===== config.mk =====
export PLATFORM = sky130hd
export DESIGN_NAME = trig_capture_ctrl
export DESIGN_NICKNAME = d
export VERILOG_FILES = /design/src/rtl/trig_capture_ctrl_pkg.sv /design/src/rtl/trig_capture_ctrl_ext_trig_sync.sv /design/src/rtl/trig_capture_ctrl.sv
export SDC_FILE = /design/constraint.sdc
export NUM_CORES = 1
export LEC_CHECK = 0
export CAP_MARGIN = 20
export CORE_MARGIN = 8
export CORE_UTILIZATION = 52
export DETAILED_ROUTE_END_ITERATION = 10
export HOLD_SLACK_MARGIN = 0.12
export PLACE_DENSITY_LB_ADDON = 0.05
export SYNTH_ARGS = -nofsm -noshare
export SYNTH_HDL_FRONTEND = slang
export SYNTH_SLANG_ARGS = --single-unit

===== constraint.sdc =====
create_clock -name clk -period 2.1 [get_ports clk]
set_clock_uncertainty 0.15 [all_clocks]
set_input_delay 0.63 -clock clk [delete_from_list [all_inputs] [get_ports clk]]
set_output_delay 0.63 -clock clk [all_outputs]
set_load 0.05 [all_outputs]

===== src/rtl/trig_capture_ctrl_pkg.sv =====
// Shared types and constants for the trigger/capture controller.
// Trigger-enable bit positions match the trig_en port layout.
package trig_capture_ctrl_pkg;

  typedef enum logic [2:0] {
    IDLE  = 3'd0,
    FILL  = 3'd1,
    ARMED = 3'd2,
    POST  = 3'd3,
    DONE  = 3'd4
  } cap_state_t;

  localparam int TRIG_UART = 0;
  localparam int TRIG_SPI  = 1;
  localparam int TRIG_EXT  = 2;
  localparam int TRIG_SRCS = 3;

endpackage


===== src/rtl/trig_capture_ctrl_ext_trig_sync.sv =====
// External trigger pin: two-flop synchroniser, history flop and a registered
// polarity-selected edge detect, giving a 3-clock pin-to-edge latency.
module trig_capture_ctrl_ext_trig_sync (
  input  logic clk,
  input  logic rst_n,
  input  logic ext_trig,
  input  logic ext_pol,
  output logic ext_edge
);

  logic meta_reg;
  logic sync_reg;
  logic hist_reg;
  logic edge_reg;
  logic edge_next;

  always_comb begin
    edge_next = ext_pol ? (sync_reg & ~hist_reg) : (~sync_reg & hist_reg);
  end

  always_ff @(posedge clk or negedge rst_n) begin
    if (!rst_n) begin
      meta_reg <= 1'b0;
      sync_reg <= 1'b0;
      hist_reg <= 1'b0;
      edge_reg <= 1'b0;
    end else begin
      meta_reg <= ext_trig;
      sync_reg <= meta_reg;
      hist_reg <= sync_reg;
      edge_reg <= edge_next;
    end
  end

  assign ext_edge = edge_reg;

endmodule


===== src/rtl/trig_capture_ctrl.sv =====
// Circular sample-RAM capture sequencer: pre-trigger fill, armed, post-trigger
// count and done handshake, qualified by UART/SPI/external/software triggers.
module trig_capture_ctrl
  import trig_capture_ctrl_pkg::*;
#(
  parameter int ADDR_W = 9
) (
  input  logic              clk,
  input  logic              rst_n,
  input  logic              run,
  input  logic              ack,
  input  logic              smpl_en,
  input  logic [ADDR_W-1:0] trig_pos,
  input  logic [2:0]        trig_en,
  input  logic              ext_pol,
  input  logic              UARTtrig,
  input  logic              SPItrig,
  input  logic              ext_trig,
  input  logic              force_trig,
  output logic              we,
  output logic [ADDR_W-1:0] waddr,
  output logic [ADDR_W-1:0] trig_addr,
  output logic              armed,
  output logic              triggered,
  output logic              capture_done,
  output logic              busy
);

  cap_state_t state_reg;
  cap_state_t state_next;

  logic [ADDR_W-1:0] waddr_reg;
  logic [ADDR_W-1:0] trig_addr_reg;
  logic [ADDR_W-1:0] tp_reg;
  logic [ADDR_W-1:0] pre_cnt_reg;
  logic [ADDR_W-1:0] post_cnt_reg;
  logic              pend_reg;

  logic                 ext_edge;
  logic [TRIG_SRCS-1:0] src_vec;
  logic [TRIG_SRCS-1:0] src_hit;
  logic                 hit;
  logic                 busy_int;
  logic                 wr;
  logic                 fill_last;
  logic                 post_last;

  trig_capture_ctrl_ext_trig_sync u_ext_sync (
    .clk      (clk),
    .rst_n    (rst_n),
    .ext_trig (ext_trig),
    .ext_pol  (ext_pol),
    .ext_edge (ext_edge)
  );

  assign src_vec[TRIG_UART] = UARTtrig;
  assign src_vec[TRIG_SPI]  = SPItrig;
  assign src_vec[TRIG_EXT]  = ext_edge;

  genvar gi;
  generate
    for (gi = 0; gi < TRIG_SRCS; gi++) begin : g_src
      assign src_hit[gi] = trig_en[gi] & src_vec[gi];
    end
  endgenerate

  assign hit = (|src_hit) | force_trig;
  assign wr  = smpl_en & busy_int;

  // Transitions happen on the write that completes a phase, so no extra
  // sample is ever written past the pre- or post-trigger budget.
  assign fill_last = wr && (pre_cnt_reg == ADDR_W'(1));
  assign post_last = wr && (pend_reg ? (post_cnt_reg == '0)
                                     : (post_cnt_reg == ADDR_W'(1)));

  always_ff @(posedge clk or negedge rst_n) begin
    if (!rst_n) begin
      state_reg <= IDLE;
    end else begin
      state_reg <= state_next;
    end
  end

  always_comb begin
    state_next = state_reg;
    case (state_reg)
      IDLE:  if (run) state_next = (~trig_pos == '0) ? ARMED : FILL;
      FILL:  if (fill_last) state_next = ARMED;
      ARMED: if (hit) state_next = (smpl_en && tp_reg == '0) ? DONE : POST;
      POST:  if (post_last) state_next = DONE;
      DONE:  if (ack) state_next = IDLE;
      default: state_next = IDLE;
    endcase
  end

  always_comb begin
    busy_int     = 1'b0;
    armed        = 1'b0;
    triggered    = 1'b0;
    capture_done = 1'b0;
    case (state_reg)
      FILL:  busy_int = 1'b1;
      ARMED: begin
        busy_int = 1'b1;
        armed    = 1'b1;
      end
      POST:  begin
        busy_int  = 1'b1;
        triggered = 1'b1;
      end
      DONE:  begin
        triggered    = 1'b1;
        capture_done = 1'b1;
      end
      default: ;
    endcase
  end

  // Pre-trigger count DEPTH-1-tp is simply the bitwise inverse of tp.
  always_ff @(posedge clk or negedge rst_n) begin
    if (!rst_n) begin
      waddr_reg     <= '0;
      trig_addr_reg <= '0;
      tp_reg        <= '0;
      pre_cnt_reg   <= '0;
      post_cnt_reg  <= '0;
      pend_reg      <= 1'b0;
    end else begin
      if (state_reg == IDLE && run) begin
        waddr_reg   <= '0;
        tp_reg      <= trig_pos;
        pre_cnt_reg <= ~trig_pos;
      end else if (wr) begin
        waddr_reg <= waddr_reg + ADDR_W'(1);
      end

      if (state_reg == FILL && wr) begin
        pre_cnt_reg <= pre_cnt_reg - ADDR_W'(1);
      end

      if (state_reg == ARMED && hit) begin
        trig_addr_reg <= waddr_reg;
        post_cnt_reg  <= tp_reg;
        pend_reg      <= ~smpl_en;
      end else if (state_reg == POST && wr) begin
        if (pend_reg) begin
          pend_reg <= 1'b0;
        end else begin
          post_cnt_reg <= post_cnt_reg - ADDR_W'(1);
        end
      end
    end
  end

  assign busy      = busy_int;
  assign we        = wr;
  assign waddr     = waddr_reg;
  assign trig_addr = trig_addr_reg;

endmodule


==> impl_summary.log, run 1 <==
[metrics] outcome: completed
[metrics] final core utilization: 0.722
[metrics] number of buffers created by CTS: 5
[metrics] final worst path period need: 2.08 ns
[metrics] number of buffer and inverter stages on the critical path: 1
[metrics] count of nets left with antenna violations after detail routing: 0
[metrics] most area-consuming cells after synthesis: sky130_fd_sc_hd__dfrtp_1 49%, sky130_fd_sc_hd__nand2_1 10%, sky130_fd_sc_hd__nor2_1 4.9%
[metrics] final global-route overflow total: 0
[metrics] count of flip-flops with a built-in enable after synthesis: 0
[metrics] H-tree depth: 2
[metrics] clock latency reported for the late side of the worst-skew pair: 0.31 ns
[metrics] layout cells sized above 1: 0.217
[metrics] Hold Path Class: primary input to asynchronous set/reset pin
[metrics] Pleak: 1.71 nW
[metrics] gate count of the mapped netlist: 297
[metrics] library cell with the largest summed area after synthesis: sky130_fd_sc_hd__dfrtp_1
[metrics] combined area of all synthesized cells: 2710 sq um
[metrics] initial standard-cell utilization of the core: 0.533
[metrics] non-filler instance count after layout: 439
[metrics] achievable clock frequency: 0.480 GHz
[metrics] arrival time at the worst endpoint: 1.30 ns
[metrics] Worst setup EP type: output port
[metrics] number of antenna violations at the first check in global routing: 0
[metrics] clock tree from TritonCTS: built
[metrics] worst slew pin tran: 0.571 ns
[metrics] per-cell via count in the routed design: 5.49
[metrics] most common flop cell mapped by yosys: sky130_fd_sc_hd__dfrtp_1
[metrics] total half-perimeter wirelength after legalization and detailed placement: 4980 um
[metrics] setup violation total in the final timing report: 0
[metrics] Setup Slack @ Placement: -0.313 ns
[metrics] count of distinct cell types in the synthesized netlist: 50
[metrics] I/O pins: 45
[metrics] Largest stage delay, worst path: 0.45 ns
[metrics] unrepaired setup endpoints after global routing: yes
[metrics] instance count after placement with tap cells included: 425
[metrics] summed negative setup slack over all endpoints: 0 ns
[metrics] detail-routed net length per standard cell: 15.4 um
[metrics] number of nets in the layout: 396
[metrics] Die Y: 88.1 um
[metrics] IR drop worst, VDD: 0.774 mV
[metrics] number of detailed-routing iterations run before antenna repair: 4
[metrics] Final WS setup: 0.0182 ns
[metrics] register bit count reported by yosys: 53
[metrics] highest fanout seen on the critical path: 4
[metrics] top cell family by delay on the critical path: flip-flops
[metrics] clock sinks: 53
[metrics] clock transition at the registers of the reported paths: 0.10 ns
[metrics] headroom to the max-slew limit: 0.616
[metrics] row count: 26
[metrics] syn_nets: 325
[metrics] setup slack, reg-to-reg: 0.17 ns
[metrics] post-route DRC violation count: 0
[metrics] DRC violation total after the first TritonRoute iteration: 103
[metrics] path type of the worst setup path: register to output port
[metrics] first-pass GRT wire length: 11300 um
[metrics] average cell area after synthesis: 9.11 sq um
[metrics] Clk Tree Root Cell: sky130_fd_sc_hd__clkbuf_8
[metrics] area overhead of the layout relative to synthesis: 35.3%
[metrics] Pwr Density: 1340 nW/um^2
[metrics] maximum number of pins on one net before global-route repair: 54
[metrics] part of the Yosys area used for sequential elements: 0.490
[metrics] slowest CP cell: sky130_fd_sc_hd__dfrtp_1
[metrics] max_cap viols: 0
[metrics] routed vias: 2409
[metrics] GRT Util Overall: 0.185
[metrics] leading post-synthesis cells by instance count: 75 x sky130_fd_sc_hd__nand2_1, 53 x sky130_fd_sc_hd__dfrtp_1, 35 x sky130_fd_sc_hd__nor2_1, 15 x sky130_fd_sc_hd__a21oi_1, 9 x sky130_fd_sc_hd__xor2_1
[metrics] final RePlAce weighted congestion: 0.886
[metrics] count of port buffers added during placement: 44
[metrics] routed wire length: 6770 um
[metrics] number of slew-limit violations in the final report: 0
[metrics] Critical Path Start: state_reg[2]$_DFFE_PN0P_
[metrics] Die Footprint: 7770 sq um
[metrics] most common cell in the netlist: sky130_fd_sc_hd__nand2_1
[metrics] core area: 5070 sq um
[metrics] via count of the first global-routing pass: 2338
[metrics] Yosys warnings: 0
[metrics] hold violation total from the final report: 0
[metrics] CP required: 1.32 ns
[metrics] Yosys top cell area share: 0.490
[metrics] launching point of the worst reg2reg path: pre_cnt_reg[0]$_DFFE_PN0P_
[metrics] Post-synth ARST share: 1.00
[metrics] Die W: 88.1 um
[metrics] total inserted antenna cells: 0
[metrics] cells along the critical path: o21ba_4, and2_4, buf_12
[metrics] Worst Setup Start Kind: register
[metrics] final worst-path cycle share: 0.991
[metrics] Clock Path Buffers: 2
==> what timing repair did <==
| item | 4_1_cts | 5_1_grt |
|---|---|---|
| pin swaps | 1 | 1 |
| buffers inserted | 4 | 2 |
| cloned | 0 | 0 |
| endpoints found under the setup margin | 4 | 3 |
| gates resized for setup | 7 | 4 |
| hold buffers | 0 | 0 |
==> power by group <==
group          switching [mW]  leakage [nW]  internal, mW
registers               0.411         0.671          1.36
clock network           0.333        0.0554         0.358
logic                    1.34         0.984          1.12
==> through the flow <==
step	hold WS, ns	power, mW	instance area [sq um]
final	0.135	4.92	3660
after global routing	0.165	5.23	3660
after CTS	0.152	4.88	3630
after detailed placement	0.186	4.08	3480
after global placement	0.186	4.03	3480
after floorplan	0.181	3.17	2710
==> cell families after synthesis <==
family | share of synthesized area
multiplexers | 0.0111
adder cells (fa/ha/maj) | 0.0277
buffers and inverters | 0.0328
flip-flops | 0.490
AO/OA/AOI/OAI | 0.120
AND/OR/NAND/NOR | 0.286
XOR/XNOR | 0.0324
==> per-layer routing <==
layer / part of all wire / routed length [um] / track usage / vias to the layer above
met2: 0.49 / 3320 / 0.302 / 61
met4: 0.010 / 68 / 0.0538 / 0
met5: 0 / 0 / 0 / -
li1: - / - / - / 1183
met1: 0.45 / 3030 / 0.239 / 1156
met3: 0.051 / 346 / 0.0403 / 9
==> layout by cell type (no fill, tap or decap), types with 3 or more instances in the layout <==
cell,synthesis,layout
sky130_fd_sc_hd__a21oi_1,15,15
sky130_fd_sc_hd__clkdlybuf4s50_1,0,19
sky130_fd_sc_hd__nor4_1,4,4
sky130_fd_sc_hd__and3_1,6,6
sky130_fd_sc_hd__clkbuf_8,0,5
sky130_fd_sc_hd__buf_12,0,14
sky130_fd_sc_hd__nor3_1,7,7
sky130_fd_sc_hd__mux2i_1,3,3
sky130_fd_sc_hd__o21ai_0,4,4
sky130_fd_sc_hd__o211ai_1,3,3
sky130_fd_sc_hd__dfrtp_1,53,51
sky130_fd_sc_hd__nand4_1,8,8
sky130_fd_sc_hd__buf_4,4,38
sky130_fd_sc_hd__inv_1,6,6
sky130_fd_sc_hd__xor2_1,9,9
sky130_fd_sc_hd__nand2_1,75,74
sky130_fd_sc_hd__o21ai_1,6,6
sky130_fd_sc_hd__nor2_1,35,34
sky130_fd_sc_hd__ha_1,6,6
sky130_fd_sc_hd__nand3_1,6,6
==> final cells by class <==
cell class | count | area, sq um
Clock buffer | 6 | 72.6
Inverter | 6 | 22.5
Sequential cell | 53 | 1330
Tap cell | 70 | 87.6
Multi-Input combinational cell | 227 | 1320
Fill cell | 403 | 1410
Clock inverter | 2 | 38.8
Timing Repair Buffer | 75 | 792
==> final timing paths <==
path / end / cells after the start
worst max register to register: pre_cnt_reg[8]$_DFFE_PN0P_ / 7
worst min register to register: u_ext_sync.sync_reg$_DFF_PN0_ / 0
max in group asynchronous: state_reg[1]$_DFFE_PN0P_ / 2
min in group clk: u_ext_sync.sync_reg$_DFF_PN0_ / 0
worst min-delay path: u_ext_sync.hist_reg$_DFF_PN0_ / 2
worst max-delay path: we / 3
Note: power is estimated with default switching activity, not from simulation.
==> run 2: changes to the inputs <==
==> constraint.sdc (replaced) <==
create_clock -name clk -period 2.1 [get_ports clk]
set_clock_uncertainty 0.15 [all_clocks]
set_input_delay 0.63 -clock clk [delete_from_list [all_inputs] [get_ports clk]]
set_output_delay 0.63 -clock clk [all_outputs]
set_load 0.01 [all_outputs]
==> impl_summary.log, run 2 (same netlist as run 1, synthesis figures left out) <==
[metrics] outcome: completed
[metrics] depth of the worst register-to-register path: 8 (+1)
[metrics] arrival time at the worst endpoint: 1.29 ns (about the same)
[metrics] Die Footprint: 7770 sq um (unchanged)
[metrics] routed wire length: 6630 um (-2.0%)
[metrics] DRC violation total after the first TritonRoute iteration: 120 (+17%)
[metrics] Hold Path Class: primary input to asynchronous set/reset pin
[metrics] number of fillers in the final layout: 421 (+4.5%)
[metrics] unrepaired setup endpoints after global routing: yes
[metrics] Clock Path Buffers: 2 (unchanged)
[metrics] area overhead of the layout relative to synthesis: 34.1%
[metrics] share of power burned in the clock network: 0.132 (-0.008)
[metrics] clock sinks: 53 (unchanged)
[metrics] cell internal pwr: 2.63 mW (-7.5%)
[metrics] final RePlAce weighted congestion: 0.839 (-5.3%)
[metrics] via count of the first global-routing pass: 2447 (+4.7%)
[metrics] clock transition at the registers of the reported paths: 0.10 ns (about the same)
[metrics] I/O pins: 45 (unchanged)
[metrics] met2 layer wire length in the routed design: 3290 um (-0.75%)
[metrics] wire length on met1: 3000 um (-1.1%)
[metrics] number of slew-limit violations in the final report: 0 (unchanged)
[metrics] per-cell via count in the routed design: 5.33 (-2.9%)
[metrics] final core utilization: 0.715 (-0.00641)
[metrics] part of the total power dissipated in sequential elements: 0.389 (+0.029)
[metrics] GRT Util Overall: 0.184 (-0.000752)
[metrics] H-tree depth: 2 (unchanged)
[metrics] setup violation total in the final timing report: 0 (unchanged)
[metrics] final global-route overflow total: 0 (unchanged)
[metrics] launching point of the worst reg2reg path: state_reg[1]$_DFFE_PN0P_
[metrics] max_cap viols: 0 (unchanged)
[metrics] post-layout power: 4.36 mW (-11%)
[metrics] summed negative setup slack over all endpoints: 0 ns (unchanged)
[metrics] hold_buf cts: 0 (unchanged)
[metrics] clock latency reported for the late side of the worst-skew pair: 0.30 ns (about the same)
[metrics] met3 WL: 268 um (-23%)
[metrics] final worst path period need: 2.07 ns (-0.0156 ns)
[metrics] hold violation total from the final report: 0 (unchanged)
[metrics] post-route DRC violation count: 0 (unchanged)
[metrics] number of detailed-routing iterations run before antenna repair: 4 (unchanged)
[metrics] IR drop worst, VDD: 0.832 mV (+7.5%)
[metrics] achievable clock frequency: 0.484 GHz (+0.75%)
[metrics] leading cell types in the layout, fill and taps excluded: 75 x sky130_fd_sc_hd__nand2_1, 52 x sky130_fd_sc_hd__dfrtp_1, 38 x sky130_fd_sc_hd__buf_4
[metrics] number of nets in the layout: 409 (+3.3%)
[metrics] Worst Setup Start Kind: register
[metrics] count of nets left with antenna violations after detail routing: 0 (unchanged)
[metrics] Die W: 88.1 um (unchanged)
[metrics] Pleak: 1.73 nW (+1.1%)
[metrics] final non-filler cell area: 3630 sq um (-0.89%)
[metrics] instance count after placement with tap cells included: 434 (+2.1%)
[metrics] Critical Path Start: state_reg[1]$_DFFE_PN0P_
[metrics] total inserted antenna cells: 0 (unchanged)
[metrics] maximum number of pins on one net before global-route repair: 54 (unchanged)
[metrics] worst slew pin tran: 0.551 ns (-0.0200 ns)
[metrics] Die Y: 88.1 um (unchanged)
[metrics] instance area after placement: 3460 sq um (-0.54%)
[metrics] routed vias: 2409 (unchanged)
[metrics] P_sw: 1.73 mW (-17%)
[metrics] Top Layer Used: met4
[metrics] part of the total power dissipated in combinational logic: 0.479 (-0.020)
[metrics] number of buffers created by CTS: 5 (unchanged)
[metrics] Clk Tree Root Cell: sky130_fd_sc_hd__clkbuf_8
[metrics] total half-perimeter wirelength after legalization and detailed placement: 4930 um (-0.93%)
[metrics] row count: 26 (unchanged)
[metrics] detail-routed net length per standard cell: 14.7 um (-4.8%)
[metrics] fraction of power spent switching nets: 0.398 (-0.0256)
[metrics] highest fanout seen on the critical path: 3 (-1)
[metrics] CP required: 1.32 ns (about the same)
[metrics] clock tree from TritonCTS: built
[metrics] most common cell after layout, fill and taps aside: sky130_fd_sc_hd__nand2_1
[metrics] initial standard-cell utilization of the core: 0.533 (unchanged)
[metrics] headroom to the max-slew limit: 0.629 (+0.0135)
[metrics] path type of the worst setup path: register to output port
[metrics] Pwr Density: 1200 nW/um^2 (-11%)
[metrics] non-filler instance count after layout: 452 (+3.0%)
[metrics] final worst-path cycle share: 0.984 (-0.00741)
[metrics] count of port buffers added during placement: 44 (unchanged)
[metrics] number of antenna violations at the first check in global routing: 0 (unchanged)
[metrics] layout cells sized above 1: 0.191 (-0.0257)
[metrics] Worst setup EP type: output port
[metrics] core area: 5070 sq um (unchanged)
[metrics] first-pass GRT wire length: 11300 um (-0.24%)
[run 2: area by class of cell]
cell class / instances / area, sq um / share of cell area
clock buffer: 5 / 68.8 / 0.0190
inverter: 6 / 22.5 / 0.00620
multi-input combinational: 227 / 1300 / 0.358
clock inverter: 3 / 22.5 / 0.00620
timing repair buffer: 88 / 800 / 0.220
tap: 70 / 87.6 / 0.0241
sequential: 53 / 1330 / 0.366
[run 2: worst paths after layout]
path                            slack (ns)                       endpoint
worst max-delay path                  0.03                             we
worst min-delay path                  0.15  u_ext_sync.hist_reg$_DFF_PN0_
worst max register to register        0.12     pre_cnt_reg[8]$_DFFE_PN0P_
worst min register to register        0.21  u_ext_sync.sync_reg$_DFF_PN0_
max in group asynchronous             1.39           waddr[3]$_DFFE_PN0P_
min in group clk                      0.21  u_ext_sync.sync_reg$_DFF_PN0_
[run 2: critical path: stages (launching register included)]
cell,delay [ns]
sky130_fd_sc_hd__dfrtp_1,0.41
sky130_fd_sc_hd__buf_6,0.13
sky130_fd_sc_hd__o21ba_1,0.18
sky130_fd_sc_hd__and2_4,0.15
sky130_fd_sc_hd__buf_6,0.12
[run 2: power groups by stage]
stage / Clock (mW) / Sequential, mW / Combinational (mW)
2_1_floorplan: 0 / 1.67 / 1.18
3_3_place_gp: 0 / 1.70 / 1.94
3_5_place_dp: 0 / 1.72 / 2.00
4_1_cts: 0.596 / 1.69 / 2.06
5_1_grt: 0.635 / 1.74 / 2.32
6_report: 0.576 / 1.70 / 2.09
[run 2: metrics by stage]
stage | worst slack [ns] | hold WS [ns]
6_report | 0.0337 | 0.146
3_3_place_gp | -0.563 | 0.184
4_1_cts | 0.0121 | 0.164
2_1_floorplan | 0.229 | 0.181
3_5_place_dp | -0.575 | 0.189
5_1_grt | -0.0172 | 0.167
[run 2: layer usage]
metal / up-vias / track usage
met1: 1142 / 0.233
met2: 54 / 0.313
met5: - / 0
met4: 0 / 0.0476
met3: 8 / 0.0366
li1: 1205 / -
[run 2: timing repair]
action                                  in CTS  in global routing
endpoints found under the setup margin       9                  8
resized for setup                           24                  5
buffers inserted                             6                  4
pin swaps                                    0                  2
